===== config.mk =====
export PLATFORM = sky130hd
export DESIGN_NAME = scan_chain_driver_flat
export DESIGN_NICKNAME = d
export VERILOG_FILES = /design/src/rtl/scan_chain_driver_if.sv /design/src/rtl/scan_chain_driver.sv /design/src/flat_wrapper.sv
export SDC_FILE = /design/constraint.sdc
export NUM_CORES = 1
export LEC_CHECK = 0
export ABC_AREA = 1
export CAP_MARGIN = 40
export CELL_PAD_IN_SITES_DETAIL_PLACEMENT = 1
export CELL_PAD_IN_SITES_GLOBAL_PLACEMENT = 1
export CORE_ASPECT_RATIO = 0.6
export CORE_MARGIN = 4
export CORE_UTILIZATION = 33
export CTS_BUF_LIST = sky130_fd_sc_hd__clkbuf_8
export CTS_CLUSTER_DIAMETER = 120
export DETAILED_ROUTE_END_ITERATION = 8
export PLACE_DENSITY = 0.78
export SYNTH_ARGS = -nofsm -noshare
export SYNTH_HDL_FRONTEND = slang
export SYNTH_SLANG_ARGS = --single-unit

===== constraint.sdc =====
create_clock -name clk -period 1.1 [get_ports clk]
set_input_delay 0.22 -clock clk [delete_from_list [all_inputs] [get_ports clk]]
set_output_delay 0.22 -clock clk [all_outputs]
set_load 0.02 [all_outputs]

===== src/rtl/scan_chain_driver_if.sv =====
// scan_chain_driver_if: pattern/response handshakes and scan pins for scan_chain_driver.
// rsp_par exists only when SCAN_RSP_PARITY_EN is defined.
interface scan_chain_driver_if #(parameter int CHAIN_LEN = 8);
    logic                 pat_valid;
    logic                 pat_ready;
    logic [CHAIN_LEN-1:0] pat_data;
    logic                 scan_se;
    logic                 scan_si;
    logic                 scan_so;
    logic                 cap_pulse;
    logic                 rsp_valid;
    logic                 rsp_ready;
    logic [CHAIN_LEN-1:0] rsp_data;
`ifdef SCAN_RSP_PARITY_EN
    logic                 rsp_par;
    modport master(input pat_valid, pat_data, scan_so, rsp_ready,
                   output pat_ready, scan_se, scan_si, cap_pulse, rsp_valid, rsp_data, rsp_par);
    modport slave(output pat_valid, pat_data, scan_so, rsp_ready,
                  input pat_ready, scan_se, scan_si, cap_pulse, rsp_valid, rsp_data, rsp_par);
`else
    modport master(input pat_valid, pat_data, scan_so, rsp_ready,
                   output pat_ready, scan_se, scan_si, cap_pulse, rsp_valid, rsp_data);
    modport slave(output pat_valid, pat_data, scan_so, rsp_ready,
                  input pat_ready, scan_se, scan_si, cap_pulse, rsp_valid, rsp_data);
`endif
endinterface


===== src/rtl/scan_chain_driver.sv =====
// scan_chain_driver: loads a pattern into a scan chain, pulses capture, unloads the response.
// Optional serial response parity on rsp_par is enabled by defining SCAN_RSP_PARITY_EN.
module scan_chain_driver #(parameter int CHAIN_LEN = 8) (
    input logic clk,
    input logic rst,
    scan_chain_driver_if.master bus
);
    localparam int CW = $clog2(CHAIN_LEN) + 1;
    typedef enum logic [2:0] {IDLE, LOAD, CAPTURE, UNLOAD, DONE} state_t;
    state_t state, state_n;
    logic [CW-1:0] cnt;
    logic [CHAIN_LEN-1:0] pat_q, rsp_q;
    logic rsp_v;
    logic last;
    assign last = cnt == CW'(CHAIN_LEN - 1);
    always_ff @(posedge clk or posedge rst)
        if (rst) state <= IDLE;
        else state <= state_n;
    always_comb begin
        state_n = state;
        bus.pat_ready = 1'b0;
        bus.scan_se = 1'b0;
        bus.scan_si = 1'b0;
        bus.cap_pulse = 1'b0;
        case (state)
            IDLE: begin
                bus.pat_ready = 1'b1;
                if (bus.pat_valid) state_n = LOAD;
            end
            LOAD: begin
                bus.scan_se = 1'b1;
                bus.scan_si = pat_q[0];
                if (last) state_n = CAPTURE;
            end
            CAPTURE: begin
                bus.cap_pulse = 1'b1;
                state_n = UNLOAD;
            end
            UNLOAD: begin
                bus.scan_se = 1'b1;
                if (last) state_n = DONE;
            end
            DONE: if (rsp_v && bus.rsp_ready) state_n = IDLE;
            default: state_n = IDLE;
        endcase
    end
    // rsp_v rises one cycle after entering DONE, giving the fixed 2*CHAIN_LEN+2 latency
    always_ff @(posedge clk or posedge rst)
        if (rst) begin
            cnt <= '0;
            pat_q <= '0;
            rsp_q <= '0;
            rsp_v <= 1'b0;
        end else begin
            cnt <= (state == LOAD || state == UNLOAD) ? (last ? '0 : cnt + 1'b1) : '0;
            if (state == IDLE && bus.pat_valid) pat_q <= bus.pat_data;
            else if (state == LOAD) pat_q <= pat_q >> 1;
            if (state == UNLOAD) rsp_q <= {bus.scan_so, rsp_q[CHAIN_LEN-1:1]};
            rsp_v <= state == DONE && !(rsp_v && bus.rsp_ready);
        end
    assign bus.rsp_valid = rsp_v;
    assign bus.rsp_data = rsp_q;
`ifdef SCAN_RSP_PARITY_EN
    logic par;
    always_ff @(posedge clk or posedge rst)
        if (rst) par <= 1'b0;
        else if (state == IDLE && bus.pat_valid) par <= 1'b0;
        else if (state == UNLOAD) par <= par ^ bus.scan_so;
    assign bus.rsp_par = par;
`endif
endmodule


===== src/flat_wrapper.sv =====
// flat-port wrapper written by rule: the top's interface ports become plain ports
module scan_chain_driver_flat 
#(parameter int CHAIN_LEN = 8)
  (clk, rst, bus_pat_valid, bus_pat_data, bus_scan_so, bus_rsp_ready, bus_pat_ready, bus_scan_se, bus_scan_si, bus_cap_pulse, bus_rsp_valid, bus_rsp_data);
  scan_chain_driver_if #(.CHAIN_LEN(CHAIN_LEN)) bus_i ();
  input logic clk;
  input logic rst;
  input wire logic [$bits(bus_i.pat_valid)-1:0] bus_pat_valid;
  input wire logic [$bits(bus_i.pat_data)-1:0] bus_pat_data;
  input wire logic [$bits(bus_i.scan_so)-1:0] bus_scan_so;
  input wire logic [$bits(bus_i.rsp_ready)-1:0] bus_rsp_ready;
  output wire logic [$bits(bus_i.pat_ready)-1:0] bus_pat_ready;
  output wire logic [$bits(bus_i.scan_se)-1:0] bus_scan_se;
  output wire logic [$bits(bus_i.scan_si)-1:0] bus_scan_si;
  output wire logic [$bits(bus_i.cap_pulse)-1:0] bus_cap_pulse;
  output wire logic [$bits(bus_i.rsp_valid)-1:0] bus_rsp_valid;
  output wire logic [$bits(bus_i.rsp_data)-1:0] bus_rsp_data;
  assign bus_i.pat_valid = bus_pat_valid;
  assign bus_i.pat_data = bus_pat_data;
  assign bus_i.scan_so = bus_scan_so;
  assign bus_i.rsp_ready = bus_rsp_ready;
  assign bus_pat_ready = bus_i.pat_ready;
  assign bus_scan_se = bus_i.scan_se;
  assign bus_scan_si = bus_i.scan_si;
  assign bus_cap_pulse = bus_i.cap_pulse;
  assign bus_rsp_valid = bus_i.rsp_valid;
  assign bus_rsp_data = bus_i.rsp_data;
  scan_chain_driver #(.CHAIN_LEN(CHAIN_LEN)) u_core (.clk(clk), .rst(rst), .bus(bus_i));
endmodule

Yosys cells after proc, flatten, opt, wreduce, memory -nomap -nowiden
Index checks and enable logic that the tools add are counted.
Word-level totals
  logic and storage cells: 37
  input bits: 13
  register bits: 24
  output and inout port bits: 13
Cells by class
  eq/ne operators: 9
  reduce and logical (&&, ||, !) cells: 9
  mux-type cells: 13
  add/subtract/negate cells: 1
Operator list (number)
  8-bit 2-to-1 mux: 2
  3-bit case mux with 5 select lines: 1
  3-bit 2-to-1 mux: 4
  4-bit 2-to-1 mux: 2
  3-bit by 2-bit == test with 1-bit output (second input constant): 2
  4-bit by 1-bit adder with 4-bit output (second input constant): 1
  4-bit by 3-bit == test with 1-bit output (second input constant): 1
  1-bit 2-to-1 mux: 4
  2-bit by 1-bit != test with 1-bit output (second input constant): 2
  2-bit != test (second input constant): 2
  4-bit AND reduction: 1
  3-bit by 1-bit == test with 1-bit output (second input constant): 1
  3-bit == test (second input constant): 1
  1-bit logical AND: 3
  3-bit zero test: 1
  2-bit nonzero test: 1
  2-bit OR reduction: 1
  1-bit zero test: 1
  1-bit logical OR: 1

Depth between registers and ports, before layout
  depth after elaboration: 3
  gate-level depth with buffers: 6
  gate-level depth less buffers: 6

Worst setup path before layout
OpenSTA, ideal clock, no wires.
  path type: reg2out
  start point: reg u_core.state[1]
  end point: out bus_scan_si
  buffers on the path: 1
  cell stages (with the launch flop): 5
  required time: 880 ps
  data arrival time: 1029 ps
  slack: -149 ps
  cell sequence: dfrtp_1 -> inv_2 -> nand3_1 -> buf_4 -> nor2_1
On the way
  longest elaborated chain between the ends: 2
Ends and longest elaborated chain
  start, declared: line scan_chain_driver.sv:10  | state_t state, state_n;
  start signal, assigned: line scan_chain_driver.sv:18  | else state <= state_n;
  3-bit by 1-bit == test with 1-bit output: line scan_chain_driver.sv:25  | case (state)
  1-bit 2-to-1 mux: line scan_chain_driver.sv:25
  end, declared: line flat_wrapper.sv:14  | output wire logic [$bits(bus_i.scan_si)-1:0] bus_scan_si;
No other way between the ends.

Worst setup path in the final report
  start point: reg u_core.state[2]
  end point: reg u_core.state[2]
On the way
  longest elaborated chain between the ends: 3
  elaborated cells on any way between the ends: 11
  those cells by class: eq/ne (8); mux (1); reduce/logical (2)
Ends and longest elaborated chain (line)
  3-bit by 1-bit == test with 1-bit output, or another cell as far along: scan_chain_driver.sv:25
  2-bit by 1-bit != test with 1-bit output (no line) or 2-bit != test (tied branches)
  4-bit AND reduction (no line)
Parallel ways exist; a longest one is shown, timed or not.
A chain may end at the register's enable or synchronous reset.

==> reports/qor.yml <==
outcome: "complete, but fails checks"
violations: "setup timing"
num_antenna_cells: 0
post_drt_wl_per_cell_um: 22.0
setup_viol: 27
cts.clk_slew.worst_paths_ns: 0.08
cts.sinks: 24
synthMuxAreaShare_pct: 0
rsz0062_at_grt: "true"
hold_viol: 0
hold_class: "in2async"
leakage_uw: 0.000973
synth_compound_area_share_pct: 1.89
multi_input_area_um2: 593
peakVddDrop_v: 0.00179
layoutNonFillerInstCount: 226
yosys.area_share.xor_xnor_pct: 0.826
startpoint_type: "flop"
seq_area_um2: 603
ios: 26
swShare_pct: 46.8
io_buffers: 25
yosys.area.top_type: "dfrtp_1"
ant_nets: 0
p_total_uw: 5970
clock_path_buffers: 2
fin_area_mm2: 0.00188
area_growth_pct: 77.4
seq_power_share_pct: 26.1
grt_util_all_layers_pct: 22.4
nets: 200
synthCells: 124
wl_um: 4970
crit_path_end_kind: "flop"
synth_top_area_share_pct: 56.7
grt_pass1_vias: 1236
fin_crit_sh_pct: 133
ys_ff_latch: 24
synth_cell_type_count: 17
die_width_um: 81.2
yosys.area_share.simple_pct: 32.7
cts_inserted_buffers: 3
hpwlAfterDp_um: 2430
antenna_found_initial: 0
p_int_uw: 3170
worst_ep_required_time_ns: 1.31
n_fill_cell: 342
yosysWarnings: 0
p_comb_share_pct: 64.9
vias_per_cell: 5.12
vias: 1157
placed_cells: 214
p_sw_uw: 2790
core_area_mm2: 0.00297
cts_root_buf: "clkbuf_8"
placed_area_mm2: 0.00156
drtIter0Drc: 56
netlist_area_mm2: 0.00106
drive_gt1_share_pct: 57.6
core.rowCount: 15
fp.dieH_um: 51.9
grt-ovfl-total: 0
power_frac_clock_pct: 9.0
drcViolationCount: 0
grt_pass1_wl_um: 6590
layout_setup_ws_ns: -0.359
avgSynthCellArea_um2: 8.55
cts_tree: "built"
htreeDepth: 1
slew_headroom_pct: 81.4
yosys.area_share.adder_pct: 1.18
period_needed_ns: 1.46
synth-seq-area-share_pct: 56.7
finalClockSkew_ns: 0.00544
grt_max_degree: 25
place_congestion: 0.827
first_pass_iters: 4
initial_core_util_pct: 35.7
worst_pin_slew_ns: 0.278
finalMaxSlewViolations: 0
synth_nets: 138
synth_top_family_by_area: "simple AND/OR/NAND/NOR gates"
critPathMaxFanout: 3
worstSkewPairLatency_ns: 0.28
cp.arrival_ns: 1.67
max-cap-violations: 0
hold_buffers: 0
fmax_ghz: 0.686
powerDensity_mw_per_mm2: 3170
critPathKind: "reg2reg"
die-area_mm2: 0.00421
synth_area_leaders: "dfrtp_1 57%, nand2_1 16%, nand3_1 9.9%"
## final timing paths
path	startpoint	to	slack [ns]	cells past startpoint
max in group asynchronous	rst	u_core.state[2]	0.67	3
min in group clk	bus_pat_data[7]	u_core.pat_q[7]	0.49	3
min	rst	u_core.pat_q[2]	0.26	3
max	u_core.state[2]	u_core.state[2]	-0.36	8
min reg2reg	u_core.pat_q[2]	u_core.pat_q[1]	0.53	2
max reg2reg	u_core.state[2]	u_core.state[2]	-0.36	8
## worst max-delay path, cell delays in order (launching register included)
cell and delay, ns:
dfrtp_2 0.47, inv_4 0.09, buf_6 0.10, nand2_4 0.06
buf_6 0.12, nor2_4 0.20, buf_6 0.14, nand4_1 0.10
nand2_1 0.12
## metrics by stage
stage               hold slack, ns  setup TNS (ns)  worst slack, ns  util [%]
floorplan                    0.235        -0.00311         -0.00311         -
global placement             0.477           -5.45           -0.471      52.4
detailed placement           0.496           -7.07           -0.516      52.4
CTS                          0.274           -4.76           -0.260      58.3
global route                 0.279           -8.14           -0.394      63.4
finish                       0.260           -6.87           -0.359      63.4
## layer usage
layer  GRT usage [%]  routed length (µm)
met1            25.9                1950
met5               0                   0
met3            6.92                 360
met4            6.18                 197
met2            40.3                2470
## cells in the mapped netlist (all sizes together)
master	count
nand4	2
nor2	7
inv	15
nand2	46
o21ai	3
a21oi	1
nand3	22
dfrtp	24
xor2	1
buf	2
ha	1
## sequential cells by signal (all words and copies together), names as in the netlist
signal,flops
u_core.bus.rsp_data,8
u_core.pat_q,8
u_core.state,3
u_core.cnt,4
u_core.bus.rsp_valid,1
## repair_timing
item,4_1_cts,5_1_grt
pin swaps,7,20
setup endpoints to repair,35,27
gates resized for setup,99,40
gates cloned,1,0
buffers inserted,5,4
## kinds of logic (layout without fill, tap and decap cells)
group | count (synthesis) | in the layout
flops | 24 | 24
compound gates | 4 | 4
xor+xnor | 1 | 1
buf+inv | 17 | 76
simple gates | 77 | 78
fa+ha+maj | 1 | 1
## power by group through the flow
stage	clock (µW)	combinational, µW	sequential [µW]
3_5_place_dp	0	2580	1480
3_3_place_gp	0	2450	1440
5_1_grt	604	4120	1590
2_1_floorplan	0	1130	1600
6_report	535	3870	1560
4_1_cts	545	3090	1470
## final cells by class
cell class              count  area share, %
flip-flops and latches     24           32.1
multi-input cells          84           31.5
clock buffers               3           2.20
inverters                  15           3.99
well taps                  42           2.79
repair buffers             58           27.4
## placed cells by master, fill, tap and decap left out, types with 4 or more instances in the layout
| cell | n |
|---|---|
| buf_2 | 9 |
| buf_4 | 22 |
| buf_6 | 12 |
| clkdlybuf4s50_1 | 12 |
| dfrtp_1 | 22 |
| inv_1 | 7 |
| nand2_1 | 17 |
| nand2_2 | 24 |
| nand2_4 | 5 |
| nand3_1 | 11 |
| nand3_2 | 8 |
| nand3_4 | 4 |
| nor2_4 | 4 |
(Power assumes the default switching activity.)
